--- src/rtl/ysyx_mem_arbiter.sv ---
// IFU/LSU arbiter onto a single-outstanding downstream memory bus.
// Optional response timeout: define YSYX_MEM_ARBITER_TIMEOUT_EN.

module ysyx_mem_arbiter #(
  parameter int ADDR_W         = 32,
  parameter int DATA_W         = 32,
  parameter int TIMEOUT_CYCLES = 255
) (
  input  logic              clk,
  input  logic              rst_n,
  input  logic [ADDR_W-1:0] ifu_araddr,
  input  logic              ifu_arvalid,
  output logic [DATA_W-1:0] ifu_rdata,
  output logic              ifu_rvalid,
  input  logic [ADDR_W-1:0] lsu_araddr,
  input  logic              lsu_arvalid,
  input  logic [7:0]        lsu_rstrb,
  output logic [DATA_W-1:0] lsu_rdata,
  output logic              lsu_rvalid,
  input  logic [ADDR_W-1:0] lsu_awaddr,
  input  logic              lsu_awvalid,
  input  logic [DATA_W-1:0] lsu_wdata,
  input  logic [7:0]        lsu_wstrb,
  input  logic              lsu_wvalid,
  output logic              lsu_wready,
  output logic [ADDR_W-1:0] bus_araddr,
  output logic              bus_arvalid,
  output logic [7:0]        bus_rstrb,
  input  logic [DATA_W-1:0] bus_rdata,
  input  logic              bus_rvalid,
  output logic [ADDR_W-1:0] bus_awaddr,
  output logic              bus_awvalid,
  output logic [DATA_W-1:0] bus_wdata,
  output logic [7:0]        bus_wstrb,
  output logic              bus_wvalid,
  input  logic              bus_wready,
  output logic              bus_err_o
);

  typedef enum logic [1:0] {
    IDLE,
    RD_IFU,
    RD_LSU,
    WR_LSU
  } state_t;

  state_t r_state;
  state_t w_next;

  logic              r_last_lsu;
  logic [ADDR_W-1:0] r_addr;
  logic [DATA_W-1:0] r_wdata;
  logic [7:0]        r_strb;

  logic w_store;
  logic w_lsu_req;
  logic w_g_ifu;
  logic w_g_st;
  logic w_g_ld;
  logic w_rd_ifu;
  logic w_rd_lsu;
  logic w_wr;
  logic w_rd;
  logic w_rsp;
  logic w_tmo;
  logic w_done;

  assign w_store   = lsu_awvalid & lsu_wvalid;
  assign w_lsu_req = w_store | lsu_arvalid;

  // IFU wins a tie only when LSU held the previous grant
  assign w_g_ifu = ifu_arvalid & (~w_lsu_req | r_last_lsu);
  assign w_g_st  = ~w_g_ifu & w_store;
  assign w_g_ld  = ~w_g_ifu & ~w_store & lsu_arvalid;

  assign w_rd_ifu = (r_state == RD_IFU);
  assign w_rd_lsu = (r_state == RD_LSU);
  assign w_wr     = (r_state == WR_LSU);
  assign w_rd     = w_rd_ifu | w_rd_lsu;

  assign w_rsp  = (w_rd & bus_rvalid) | (w_wr & bus_wready);
  assign w_done = w_rsp | w_tmo;

`ifdef YSYX_MEM_ARBITER_TIMEOUT_EN
  localparam int CW = $clog2(TIMEOUT_CYCLES + 1);
  localparam logic [CW-1:0] LIM = CW'(TIMEOUT_CYCLES - 1);

  logic [CW-1:0] r_cnt;

  always_ff @(posedge clk) begin
    if (!rst_n) begin
      r_cnt <= '0;
    end else if (r_state == IDLE) begin
      r_cnt <= '0;
    end else begin
      r_cnt <= r_cnt + 1'b1;
    end
  end

  // a real response on the limit cycle beats the timeout
  assign w_tmo = (r_state != IDLE) & (r_cnt == LIM) & ~w_rsp;
`else
  logic w_unused_tc;
  assign w_unused_tc = (TIMEOUT_CYCLES != 0);
  assign w_tmo = 1'b0;
`endif

  always_comb begin
    w_next = r_state;
    unique case (r_state)
      IDLE: begin
        unique case (1'b1)
          w_g_ifu: w_next = RD_IFU;
          w_g_st:  w_next = WR_LSU;
          w_g_ld:  w_next = RD_LSU;
          default: w_next = IDLE;
        endcase
      end
      default: begin
        if (w_done) w_next = IDLE;
      end
    endcase
  end

  always_ff @(posedge clk) begin
    if (!rst_n) begin
      r_state    <= IDLE;
      r_last_lsu <= 1'b1;
      r_addr     <= '0;
      r_wdata    <= '0;
      r_strb     <= '0;
    end else begin
      r_state <= w_next;
      if (r_state == IDLE) begin
        unique case (1'b1)
          w_g_ifu: begin
            r_addr     <= ifu_araddr;
            r_strb     <= 8'hf;
            r_last_lsu <= 1'b0;
          end
          w_g_st: begin
            r_addr     <= lsu_awaddr;
            r_wdata    <= lsu_wdata;
            r_strb     <= lsu_wstrb;
            r_last_lsu <= 1'b1;
          end
          w_g_ld: begin
            r_addr     <= lsu_araddr;
            r_strb     <= lsu_rstrb;
            r_last_lsu <= 1'b1;
          end
          default: ;
        endcase
      end
    end
  end

  // everything is forced low while rst_n is held
  assign bus_arvalid = rst_n & w_rd;
  assign bus_araddr  = bus_arvalid ? r_addr : '0;
  assign bus_rstrb   = bus_arvalid ? r_strb : 8'h0;

  assign bus_awvalid = rst_n & w_wr;
  assign bus_wvalid  = bus_awvalid;
  assign bus_awaddr  = bus_awvalid ? r_addr : '0;
  assign bus_wdata   = bus_awvalid ? r_wdata : '0;
  assign bus_wstrb   = bus_awvalid ? r_strb : 8'h0;

  assign ifu_rvalid = rst_n & w_rd_ifu & w_done;
  assign ifu_rdata  = (rst_n & w_rd_ifu & bus_rvalid) ? bus_rdata : '0;
  assign lsu_rvalid = rst_n & w_rd_lsu & w_done;
  assign lsu_rdata  = (rst_n & w_rd_lsu & bus_rvalid) ? bus_rdata : '0;
  assign lsu_wready = rst_n & w_wr & w_done;
  assign bus_err_o  = rst_n & w_tmo;

endmodule
--- config.mk ---
export PLATFORM = sky130hd
export DESIGN_NAME = ysyx_mem_arbiter
export DESIGN_NICKNAME = d
export VERILOG_FILES = /design/src/rtl/ysyx_mem_arbiter.sv
export SDC_FILE = /design/constraint.sdc
export NUM_CORES = 1
export LEC_CHECK = 0
export CAP_MARGIN = 5
export CORE_AREA = 2 2 141 143
export CTS_BUF_LIST = sky130_fd_sc_hd__clkbuf_16
export CTS_CLUSTER_SIZE = 12
export DETAILED_ROUTE_END_ITERATION = 10
export DIE_AREA = 0 0 143 145
export SYNTH_ARGS = -nofsm -noshare
export SYNTH_HDL_FRONTEND = slang
export SYNTH_SLANG_ARGS = --single-unit
--- constraint.sdc ---
create_clock -name clk -period 2.7 [get_ports clk]
set_input_delay 0.27 -clock clk [delete_from_list [all_inputs] [get_ports clk]]
set_output_delay 0.27 -clock clk [all_outputs]
set_load 0.02 [all_outputs]
==> impl_metrics.tcl <==
set metrics [dict create \
    status "completed" \
    gr-usage-all-layers_pct 19.2 \
    synth_compound_area_share_pct 22.8 \
    grt_pass1_wl_mm 31.0 \
    place.gp.congestion 0.771 \
    synth_top_area_cell "dfxtp_1" \
    slew_viol_final 0 \
    syn_nets 831 \
    wl_mm 21.2 \
    setup_tns_ps 0 \
    yosysUniqueCellTypes 29 \
    drt-initial-drc-count 358 \
    start_util_pct 23.5 \
    max-vdd-ir-drop_v 0.000358 \
    crit_chain "inv_1 > ha_1 > buf_12 > and3_1 > clkdlybuf4s50_1" \
    cp_slowest_stage_delay_ps 620 \
    core_area_um2 19200 \
    hold_path.class "flip-flop to flip-flop" \
    synth_top_family_by_area "simple AND/OR/NAND/NOR gates" \
    worstMarginPinSlew_ps 518 \
    io-pin-count 367 \
    critical-path-slowest-cell "clkdlybuf4s50_1" \
    hold_viol 0 \
    synth_flop_cell "dfxtp_1" \
    cts_hold_buf 0 \
    synth-xor-area-share_pct 0 \
    crit_buf_inv 3 \
    avgRoutedWirePerCell_um 17.0 \
    crit_path_start_kind "flip-flop" \
    drive_above_1_share_pct 4.71 \
    chipHeight_um 145 \
    synth-seq-cells 75 \
    async_reset_ff_share_pct 0 \
    fin_crit_sh_pct 93.4 \
    ant_nets 0 \
    clk_pin_slew_worst_paths_ps 70 \
    synth-simple-area-share_pct 36.1 \
    final_core_util_pct 45.6 \
    yosysMostFrequentCell "and3_1" \
    worstPathArrival_ps 2250 \
    numCtsBuffers 9 \
    grt_pass1_vias 5511 \
    drtPass1Iterations 5 \
    postSynthAreaPerCell_um2 7.01 \
    synth_top_cell_area_share_pct 33.3 \
    netlist_top_cells_count "and3_1 (115), nand2_1 (100), dfxtp_1 (75)" \
    rsz0062_at_grt "false" \
    p_leak_nw 3.55 \
    p_per_area_nw_per_um2 429 \
    cts_num_sinks 75 \
    worst_hold_slack_ps 450 \
    via_per_inst 4.69 \
    synthTopCellsByArea "dfxtp_1 (33%), and3_1 (16%), and2_1 (9.4%), nand2_1 (8.3%), a21oi_1 (7.3%)" \
    critPathRequiredTime_ps 2430 \
    io_buffers 365 \
    drc_errors 0 \
    tritoncts "yes" \
    grt_max_degree 73 \
    period_minus_slack_ps 2520 \
    area_growth_pct 94.2 \
    vias 5824 \
    synthAdderAreaFrac_pct 1.11 \
    finalPower_mw 3.76 \
    post_cts_resized 0 \
    yosysWarnings 0 \
    setup_viol 0 \
    critical_path_peak_fanout 41 \
    fin_nets 1160 \
    yosysSeqAreaShare_pct 33.3 \
    cts_root_buf "clkbuf_16" \
    dp.final_hpwl_mm 15.4 \
    cap_violations 0 \
    critical_path_class "flip-flop to primary output" \
    worst_setup_path_end_kind "primary output" \
    stdcell_count 1243 \
    cts-htree-levels 3 \
    rows 51 \
    fp.dieW_um 143 \
    synth_edf_count 0 \
    antenna_found_initial 2 \
    max_freq_ghz 0.396 \
    synthesis.area_um2 4510 \
    die_area_um2 20700 \
    maxSlewHeadroom_pct 65.4 \
    overflow 0 \
    placedCellCount 1226 \
    cts_buffer_depth 2 \
    syn_inst 643 \
    insertion_delay_ps 350 \
    cts_setup_buffers 0 \
    crit_family "buffers and inverters" \
    synth_mux_area_share_pct 0 \
    clock_skew_ps 8.55 \
]
==> metal layers <==
metal / routed length (um) / up-vias / share of wire (%) / track usage [%]
li1: - / 2900 / - / -
met1: 8340 / 2627 / 39 / 22.0
met2: 10500 / 259 / 50 / 33.9
met3: 1750 / 36 / 8.3 / 5.18
met4: 521 / 2 / 2.5 / 6.83
met5: 13 / - / 0.061 / 0
==> through the flow <==
step           setup slack (ps)  area, um^2
6_report                    178        8760
2_1_floorplan              1010        4510
3_5_place_dp                452        8460
4_1_cts                    68.8        8750
5_1_grt                    56.1        8760
3_3_place_gp                464        8460
==> worst register-to-register path: cells and delay by family (launching register included) <==
| family | cells | cell delay (ps) |
|---|---|---|
| buffers and inverters | 2 | 350 |
| AO/OA/AOI/OAI | 2 | 520 |
| adder cells (fa/ha/maj) | 1 | 350 |
| AND/OR/NAND/NOR | 2 | 220 |
| flip-flops | 1 | 350 |
==> sequential cells by signal, summed over array words and instances, names as in the netlist <==
signal,count
r_state,2
r_wdata,32
r_strb,8
r_last_lsu,1
r_addr,32
==> cells in the final DEF, fill, tap and decap left out <==
master           count
clkdlybuf4s50_1    363
and3_1             115
nand2_1            100
dfxtp_1             75
and2_1              68
a21oi_1             66
o21ai_0             63
a31oi_1             32
buf_4               17
nor2_1              11
o21ai_1             11
clkbuf_16            9
buf_12               6
inv_1                4
a221oi_1             4
nor3_1               4
o211a_1              4
ha_1                 3
inv_6                3
nor3_4               2
nor2_2               2
inv_8                2
diode_2              1
a22oi_2              1
nor2b_1              1
a21boi_1             1
clkinv_1             1
a21o_1               1
o21ai_4              1
o21a_1               1
a32oi_1              1
a311oi_1             1
ha_2                 1
conb_1               1
clkinv_4             1
clkinvlp_4           1
==> worst paths after layout <==
path                             startpoint            to  slack (ps)  depth (start not counted)
worst max-delay path             r_state[1]  bus_rstrb[5]         180                          5
worst min register to register  r_wdata[25]   r_wdata[25]         450                          2
worst min-delay path            r_wdata[25]   r_wdata[25]         450                          2
worst max register to register   r_state[1]   r_wdata[27]         790                          7
==> kinds of logic (layout without fill, tap and decap cells) <==
| kind of cell | Yosys count | after routing |
|---|---|---|
| and+or+nand+nor | 303 | 303 |
| AOI/OAI and AO/OA | 187 | 187 |
| buffers and inverters | 73 | 407 |
| adders and majority gates | 4 | 4 |
| other | 1 | 2 |
| DFF | 75 | 75 |
==> power by group <==
group / switching [mW] / leakage [nW] / internal (mW)
Sequential: 0.0866 / 0.617 / 1.24
Combinational: 0.623 / 2.79 / 0.592
Clock: 0.567 / 0.141 / 0.648
==> area by class of cell <==
| class | instances | area, um^2 |
|---|---|---|
| diodes | 1 | 2.50 |
| clock buffers | 9 | 225 |
| clock inverters | 7 | 65.1 |
| fillers | 1956 | 10400 |
| inverters | 5 | 18.8 |
| multi-input cells | 495 | 2730 |
| flip-flops and latches | 75 | 1500 |
| well taps | 265 | 332 |
| repair buffers | 386 | 3880 |
(Power assumes the default switching activity.)
